## config.mk

```make
export PLATFORM = sky130hd
export DESIGN_NAME = elevator_scheduler
export DESIGN_NICKNAME = d
export VERILOG_FILES = /design/src/rtl/elevator_pkg.sv /design/src/rtl/elevator_req_mask.sv /design/src/rtl/elevator_scheduler.sv
export SDC_FILE = /design/constraint.sdc
export NUM_CORES = 1
export LEC_CHECK = 0
export BUFFER_PORTS_ARGS = -buffer_cell sky130_fd_sc_hd__clkbuf_2
export CORE_MARGIN = 4
export CORE_UTILIZATION = 55
export CTS_BUF_LIST = sky130_fd_sc_hd__clkbuf_8
export CTS_CLUSTER_SIZE = 16
export DETAILED_ROUTE_END_ITERATION = 6
export PLACE_DENSITY = 0.78
export SYNTH_ARGS = -nofsm -noshare
export SYNTH_HDL_FRONTEND = slang
export SYNTH_SLANG_ARGS = --single-unit
```

## constraint.sdc

```tcl
create_clock -name clk -period 5 [get_ports clk]
set_input_delay 0.25 -clock clk [delete_from_list [all_inputs] [get_ports clk]]
set_output_delay 0.25 -clock clk [all_outputs]
set_load 0.1 [all_outputs]
```

## src/rtl/elevator_pkg.sv

```systemverilog
// Shared types and default sizing for the elevator scheduler slice.
package elevator_pkg;

    localparam int ELEV_NUM_FLOORS  = 4;
    localparam int ELEV_FLOOR_W     = 2;
    localparam int ELEV_DOOR_CYCLES = 16;

    // Floor index at the default building size.
    typedef logic [ELEV_FLOOR_W-1:0] floor_t;

    // Scheduler states.
    typedef enum logic [1:0] {
        IDLE      = 2'd0,
        MOVING    = 2'd1,
        DOOR_OPEN = 2'd2
    } state_e;

endpackage

```

## src/rtl/elevator_req_mask.sv

```systemverilog
// Classifies latched requests relative to a floor: any above, any below, one here.
module elevator_req_mask
    import elevator_pkg::*;
#(
    parameter int NUM_FLOORS = ELEV_NUM_FLOORS,
    parameter int FLOOR_W    = ELEV_FLOOR_W
) (
    input  logic [NUM_FLOORS-1:0] pending,
    input  logic [FLOOR_W-1:0]    floor,
    output logic                  above,
    output logic                  below,
    output logic                  here
);

    logic [NUM_FLOORS-1:0] gt_mask_s;
    logic [NUM_FLOORS-1:0] lt_mask_s;

    // Thermometer masks of the floors strictly above and strictly below the reference.
    always_comb begin
        gt_mask_s = {NUM_FLOORS{1'b0}};
        lt_mask_s = {NUM_FLOORS{1'b0}};
        for (int i = 0; i < NUM_FLOORS; i++) begin
            gt_mask_s[i] = (i > int'(floor));
            lt_mask_s[i] = (i < int'(floor));
        end
    end

    assign above = |(pending & gt_mask_s);
    assign below = |(pending & lt_mask_s);
    assign here  = pending[floor];

endmodule

```

## src/rtl/elevator_scheduler.sv

```systemverilog
// SCAN-order car scheduler: latches floor calls, steps the car one floor at a
// time through a req/done handshake and holds the door open at each stop.
module elevator_scheduler
    import elevator_pkg::*;
#(
    parameter int NUM_FLOORS  = ELEV_NUM_FLOORS,
    parameter int FLOOR_W     = ELEV_FLOOR_W,
    parameter int DOOR_CYCLES = ELEV_DOOR_CYCLES
) (
    input  logic                  clk,
    input  logic                  reset_n,
    input  logic [NUM_FLOORS-1:0] call_req,
    input  logic                  door_hold,
    input  logic                  step_done,
    output logic                  step_req,
    output logic                  step_up,
    output logic [FLOOR_W-1:0]    car_floor,
    output logic                  door_open,
    output logic [NUM_FLOORS-1:0] pending,
    output logic                  dir_up,
    output logic                  busy
);

    localparam int                 TIMER_W    = $clog2(DOOR_CYCLES);
    localparam logic [TIMER_W-1:0] TIMER_LOAD = TIMER_W'(DOOR_CYCLES - 1);
    localparam logic [FLOOR_W-1:0] TOP_FLOOR  = FLOOR_W'(NUM_FLOORS - 1);

    state_e                state_r;
    logic [FLOOR_W-1:0]    car_floor_r;
    logic [NUM_FLOORS-1:0] pending_r;
    logic                  dir_up_r;
    logic                  step_req_r;
    logic                  step_up_r;
    logic                  door_open_r;
    logic                  busy_r;
    logic [TIMER_W-1:0]    timer_r;

    state_e                state_nxt_s;
    logic [FLOOR_W-1:0]    floor_nxt_s;
    logic                  dir_nxt_s;
    logic [TIMER_W-1:0]    timer_nxt_s;
    logic [NUM_FLOORS-1:0] pending_nxt_s;
    logic [NUM_FLOORS-1:0] clr_s;
    logic [FLOOR_W-1:0]    new_floor_s;
    logic                  arrived_s;
    logic                  reload_s;
    logic [FLOOR_W-1:0]    mask_floor_s;
    logic [NUM_FLOORS-1:0] mask_pend_s;
    logic                  above_s;
    logic                  below_s;
    logic                  here_s;

    assign arrived_s = (state_r == MOVING) && step_done;
    assign reload_s  = door_hold || call_req[car_floor_r];

    // Floor the car reaches when the current step completes, clamped at both ends.
    always_comb begin
        new_floor_s = car_floor_r;
        if (dir_up_r) begin
            if (car_floor_r != TOP_FLOOR) begin
                new_floor_s = car_floor_r + FLOOR_W'(1);
            end else begin
                new_floor_s = car_floor_r;
            end
        end else begin
            if (car_floor_r != {FLOOR_W{1'b0}}) begin
                new_floor_s = car_floor_r - FLOOR_W'(1);
            end else begin
                new_floor_s = car_floor_r;
            end
        end
    end

    // On arrival the stop decision looks at the new floor and includes calls
    // arriving this very cycle, so a same-cycle call at that floor is picked up.
    always_comb begin
        if (arrived_s) begin
            mask_floor_s = new_floor_s;
            mask_pend_s  = pending_r | call_req;
        end else begin
            mask_floor_s = car_floor_r;
            mask_pend_s  = pending_r;
        end
    end

    elevator_req_mask #(
        .NUM_FLOORS (NUM_FLOORS),
        .FLOOR_W    (FLOOR_W)
    ) u_req_mask (
        .pending (mask_pend_s),
        .floor   (mask_floor_s),
        .above   (above_s),
        .below   (below_s),
        .here    (here_s)
    );

    // Calls at the floor whose door is open are absorbed rather than latched.
    always_comb begin
        if (state_r == DOOR_OPEN) begin
            clr_s = {{(NUM_FLOORS-1){1'b0}}, 1'b1} << car_floor_r;
        end else begin
            clr_s = {NUM_FLOORS{1'b0}};
        end
        pending_nxt_s = (pending_r | call_req) & ~clr_s;
    end

    // Next-state, direction, floor and door-timer decisions.
    always_comb begin
        state_nxt_s = state_r;
        floor_nxt_s = car_floor_r;
        dir_nxt_s   = dir_up_r;
        timer_nxt_s = timer_r;
        case (state_r)
            IDLE: begin
                if (here_s) begin
                    state_nxt_s = DOOR_OPEN;
                    timer_nxt_s = TIMER_LOAD;
                end else if (above_s && (dir_up_r || !below_s)) begin
                    state_nxt_s = MOVING;
                    dir_nxt_s   = 1'b1;
                end else if (below_s) begin
                    state_nxt_s = MOVING;
                    dir_nxt_s   = 1'b0;
                end else begin
                    state_nxt_s = IDLE;
                end
            end
            MOVING: begin
                if (step_done) begin
                    floor_nxt_s = new_floor_s;
                    if (here_s) begin
                        state_nxt_s = DOOR_OPEN;
                        timer_nxt_s = TIMER_LOAD;
                    end else if (dir_up_r ? above_s : below_s) begin
                        state_nxt_s = MOVING;
                    end else begin
                        state_nxt_s = IDLE;
                    end
                end else begin
                    state_nxt_s = MOVING;
                end
            end
            DOOR_OPEN: begin
                if (reload_s) begin
                    timer_nxt_s = TIMER_LOAD;
                end else if (timer_r != {TIMER_W{1'b0}}) begin
                    timer_nxt_s = timer_r - TIMER_W'(1);
                end else if (dir_up_r ? above_s : below_s) begin
                    state_nxt_s = MOVING;
                end else if (dir_up_r ? below_s : above_s) begin
                    state_nxt_s = MOVING;
                    dir_nxt_s   = ~dir_up_r;
                end else begin
                    state_nxt_s = IDLE;
                end
            end
            default: begin
                state_nxt_s = IDLE;
            end
        endcase
    end

    // State, position, request latch and registered command outputs.
    always_ff @(posedge clk or negedge reset_n) begin
        if (!reset_n) begin
            state_r     <= IDLE;
            car_floor_r <= {FLOOR_W{1'b0}};
            pending_r   <= {NUM_FLOORS{1'b0}};
            dir_up_r    <= 1'b1;
            step_req_r  <= 1'b0;
            step_up_r   <= 1'b0;
            door_open_r <= 1'b0;
            busy_r      <= 1'b0;
            timer_r     <= {TIMER_W{1'b0}};
        end else begin
            state_r     <= state_nxt_s;
            car_floor_r <= floor_nxt_s;
            pending_r   <= pending_nxt_s;
            dir_up_r    <= dir_nxt_s;
            step_req_r  <= (state_nxt_s == MOVING);
            step_up_r   <= (state_nxt_s == MOVING) && dir_nxt_s;
            door_open_r <= (state_nxt_s == DOOR_OPEN);
            busy_r      <= (state_nxt_s != IDLE);
            timer_r     <= timer_nxt_s;
        end
    end

    assign step_req  = step_req_r;
    assign step_up   = step_up_r;
    assign car_floor = car_floor_r;
    assign door_open = door_open_r;
    assign pending   = pending_r;
    assign dir_up    = dir_up_r;
    assign busy      = busy_r;

endmodule

```

==> impl_results.md <==
- Status: completed
- Worst min path class: input pin to flip-flop
- Initial antenna violation count: 0
- Placed cell count: 166
- Max FO, Critical Path: 13
- Die Span Y: 54.1 µm
- Number of port buffers: 18
- Async S/R FF share, synth: 100%
- Largest net degree at the start of global routing: 18
- Htree depth: 1
- Drt pass-1 iters: 4
- Worst r2r src: car_floor[0]
- Peak Freq: 0.419 GHz
- Vias in the first global route: 962
- Most frequent cells in the layout: 18 x clkbuf_2, 16 x dfrtp_1, 13 x nor2_1
- Pwr Density: 636 nW/µm²
- Sequential share of the synthesized area: 36.5%
- Leakage: 0.545 nW
- Nets: 154
- Global-route wire length before repair: 4440 µm
- Bufs on Longest Clock Path: 2
- Chip Width: 54.1 µm
- Final period util: 47.8%
- Tmin final: 2390 ps
- Layout Utilization: 65.6%
- Ys flop type: dfrtp_1
- Clock Sinks: 17
- #FFs+latches synth: 17
- ANT nets after route: 0
- Worst vdd ir: 589 µV
- WHS Path Cells: 3
- Area after DPL: 1240 µm²
- Via density: 6.19
- CTS Buf Count: 3
- Critical path capture point type: flip-flop
- Gpl congestion: 0.916
- CTS tree: built
- RSZ-0062 raised after global routing: no
- Core footprint: 1980 µm²
- Setup CP Type: flip-flop to flip-flop
- Share of cells above drive strength 1: 23.6%
- Worst EP required: 5140 ps
- Unique masters post-synth: 49
- Post-route DRC violation count: 0
- Full die area: 2920 µm²
- Hold Fails Final Rpt: 0
- Root Buffer: clkbuf_8
- GRT overflow: 0
- FILL cells: 158
- Post-Layout Cell Count: 171
- Syn nets: 136
- Post-Syn Instances: 127
- Ys Warns: 0
- Max-slew violation count: 0
- Reg2reg setup slack: 2610 ps
- Post-DP HPWL: 2030 µm
- # setup viols final: 0
- Worst Hold Launch: call_req[0]
- GRT Overall Usage: 20.9%
- Final instance area: 1300 µm²
- Avg Inst Size Synth: 9.19 µm²
- Cell depth of the worst flop-to-flop path: 7
- Reg2reg end: timer_r[3]
- Synth Cell Area: 1170 µm²
- Slew headroom: 52.2%
- I/O pin count: 19
- Post-cts resize count: 0
- Commonest non-fill, non-tap cell in the layout: clkbuf_2
- Slew of the pin with the lowest slew margin: 710 ps
- Setup_tns: 0 ps
- Area grow syn2layout: 11.4%
- DRT iter0 DRCs: 35
- Drt total wl: 2760 µm
- Worst-path clk slew: 70 ps
- Critical path arrival: 2530 ps
- Vias: 1,059
- Placement Rows: 16
- Initial Util: 58.9%
- N_diodes: 0
- Setup Skew: 7.10 ps
- Post-synth EDFFs: 0
- Clk_lat worst skew: 260 ps
- MaxCap Viol Count: 0
- Avg WL per Cell: 16.2 µm
- Hold path endpoint: pending[0]
- Startpoint types: flip-flop
[worst max-delay path: stages (launching register included)]
cell and delay (ps):
dfrtp_1 600, mux4_2 600, and4bb_2 390, nor2_1 50, nor2_1 90, or2_1 280, inv_2 60, o211a_1 200
[metrics by stage]
| stage | power (mW) | worst slack (ps) | hold WS [ps] |
|---|---|---|---|
| after floorplan | 0.650 | 2400 | -45.6 |
| after global placement | 0.713 | 2680 | 208 |
| after detailed placement | 0.721 | 2680 | 211 |
| after CTS | 0.827 | 2630 | 302 |
| after global routing | 0.870 | 2480 | 318 |
| final | 0.826 | 2610 | 309 |
[state kept, by name, summed over array words and instances (netlist names)]
register	flops
busy	1
car_floor	2
dir_up	1
door_open	1
pending	4
state_r	2
step_req	1
step_up	1
timer_r	4
[kinds of logic (layout without fill, tap and decap cells)]
| family | count (synthesis) | after routing | synth area share [%] |
|---|---|---|---|
| flops | 17 | 17 | 36.5 |
| fa+ha+maj | 2 | 2 | 1.93 |
| buf+inv | 13 | 30 | 6.32 |
| mux | 2 | 2 | 2.79 |
| compound gates | 45 | 45 | 29.4 |
| simple gates | 48 | 48 | 23.0 |
[layout make-up]
class                           count  area, µm²  area share, %
Multi-Input combinational cell     97        667           51.3
Inverter                            7       26.3           2.02
Clock buffer                        3       41.3           3.18
Sequential cell                    17        427           32.8
Tap cell                           27       33.8           2.60
Timing Repair Buffer               19        100           7.70
Clock inverter                      1       5.00          0.385
[layer usage]
layer	GRT usage, %	vias up	share of wire, %	wire length (µm)
li1	-	520	-	-
met1	29.8	507	47	1310
met2	32.3	28	47	1290
met5	0	-	0	0
met3	3.05	4	4.7	129
met4	7.05	0	1.0	29
[cells in the mapped netlist (2+ instances only)]
cell      instances  area share [%]
nor2b_1           4             2.1
a21oi_1           5             2.1
a31oi_1           4             2.1
inv_1             6             1.9
nand2_1           8             2.6
nor2_1           13             4.2
a31o_2            2             1.5
nand3_1           2            0.86
nand3b_1          3             1.9
nor4_1            2             1.1
dfrtp_1          16              34
a41oi_1           3             2.3
a21o_1            2             1.3
nor3b_1           2             1.3
and3_1            2             1.1
o211ai_1          4             2.6
nor3_1            3             1.3
o21ai_1           4             1.7
o22ai_1           2             1.1
buf_6             3             2.9
o21ai_0           7             3.0
a21oi_2           2             1.5
buf_2             2            0.86
[power breakdown]
part           internal (mW)  total, mW  switching (mW)
Clock                 0.0553      0.104          0.0487
Sequential             0.181      0.253          0.0718
Combinational          0.121      0.470           0.349
[what timing repair did]
item                      CTS  global route
hold endpoints to repair   16             0
hold buffers                1             0
setup buffers               0             0
[worst max path at each step]
| stage | from | end | slack, ps | depth (start not counted) |
|---|---|---|---|---|
| 2_1_floorplan | car_floor[0] | timer_r[3] | 2400 | 9 |
| 5_1_grt | car_floor[0] | timer_r[3] | 2480 | 7 |
| 6_report | car_floor[0] | timer_r[3] | 2610 | 7 |
| 3_3_place_gp | car_floor[0] | timer_r[3] | 2680 | 7 |
| 3_5_place_dp | car_floor[0] | timer_r[3] | 2680 | 7 |
| 4_1_cts | car_floor[0] | timer_r[3] | 2630 | 7 |
Note: power is estimated with default switching activity, not from simulation.
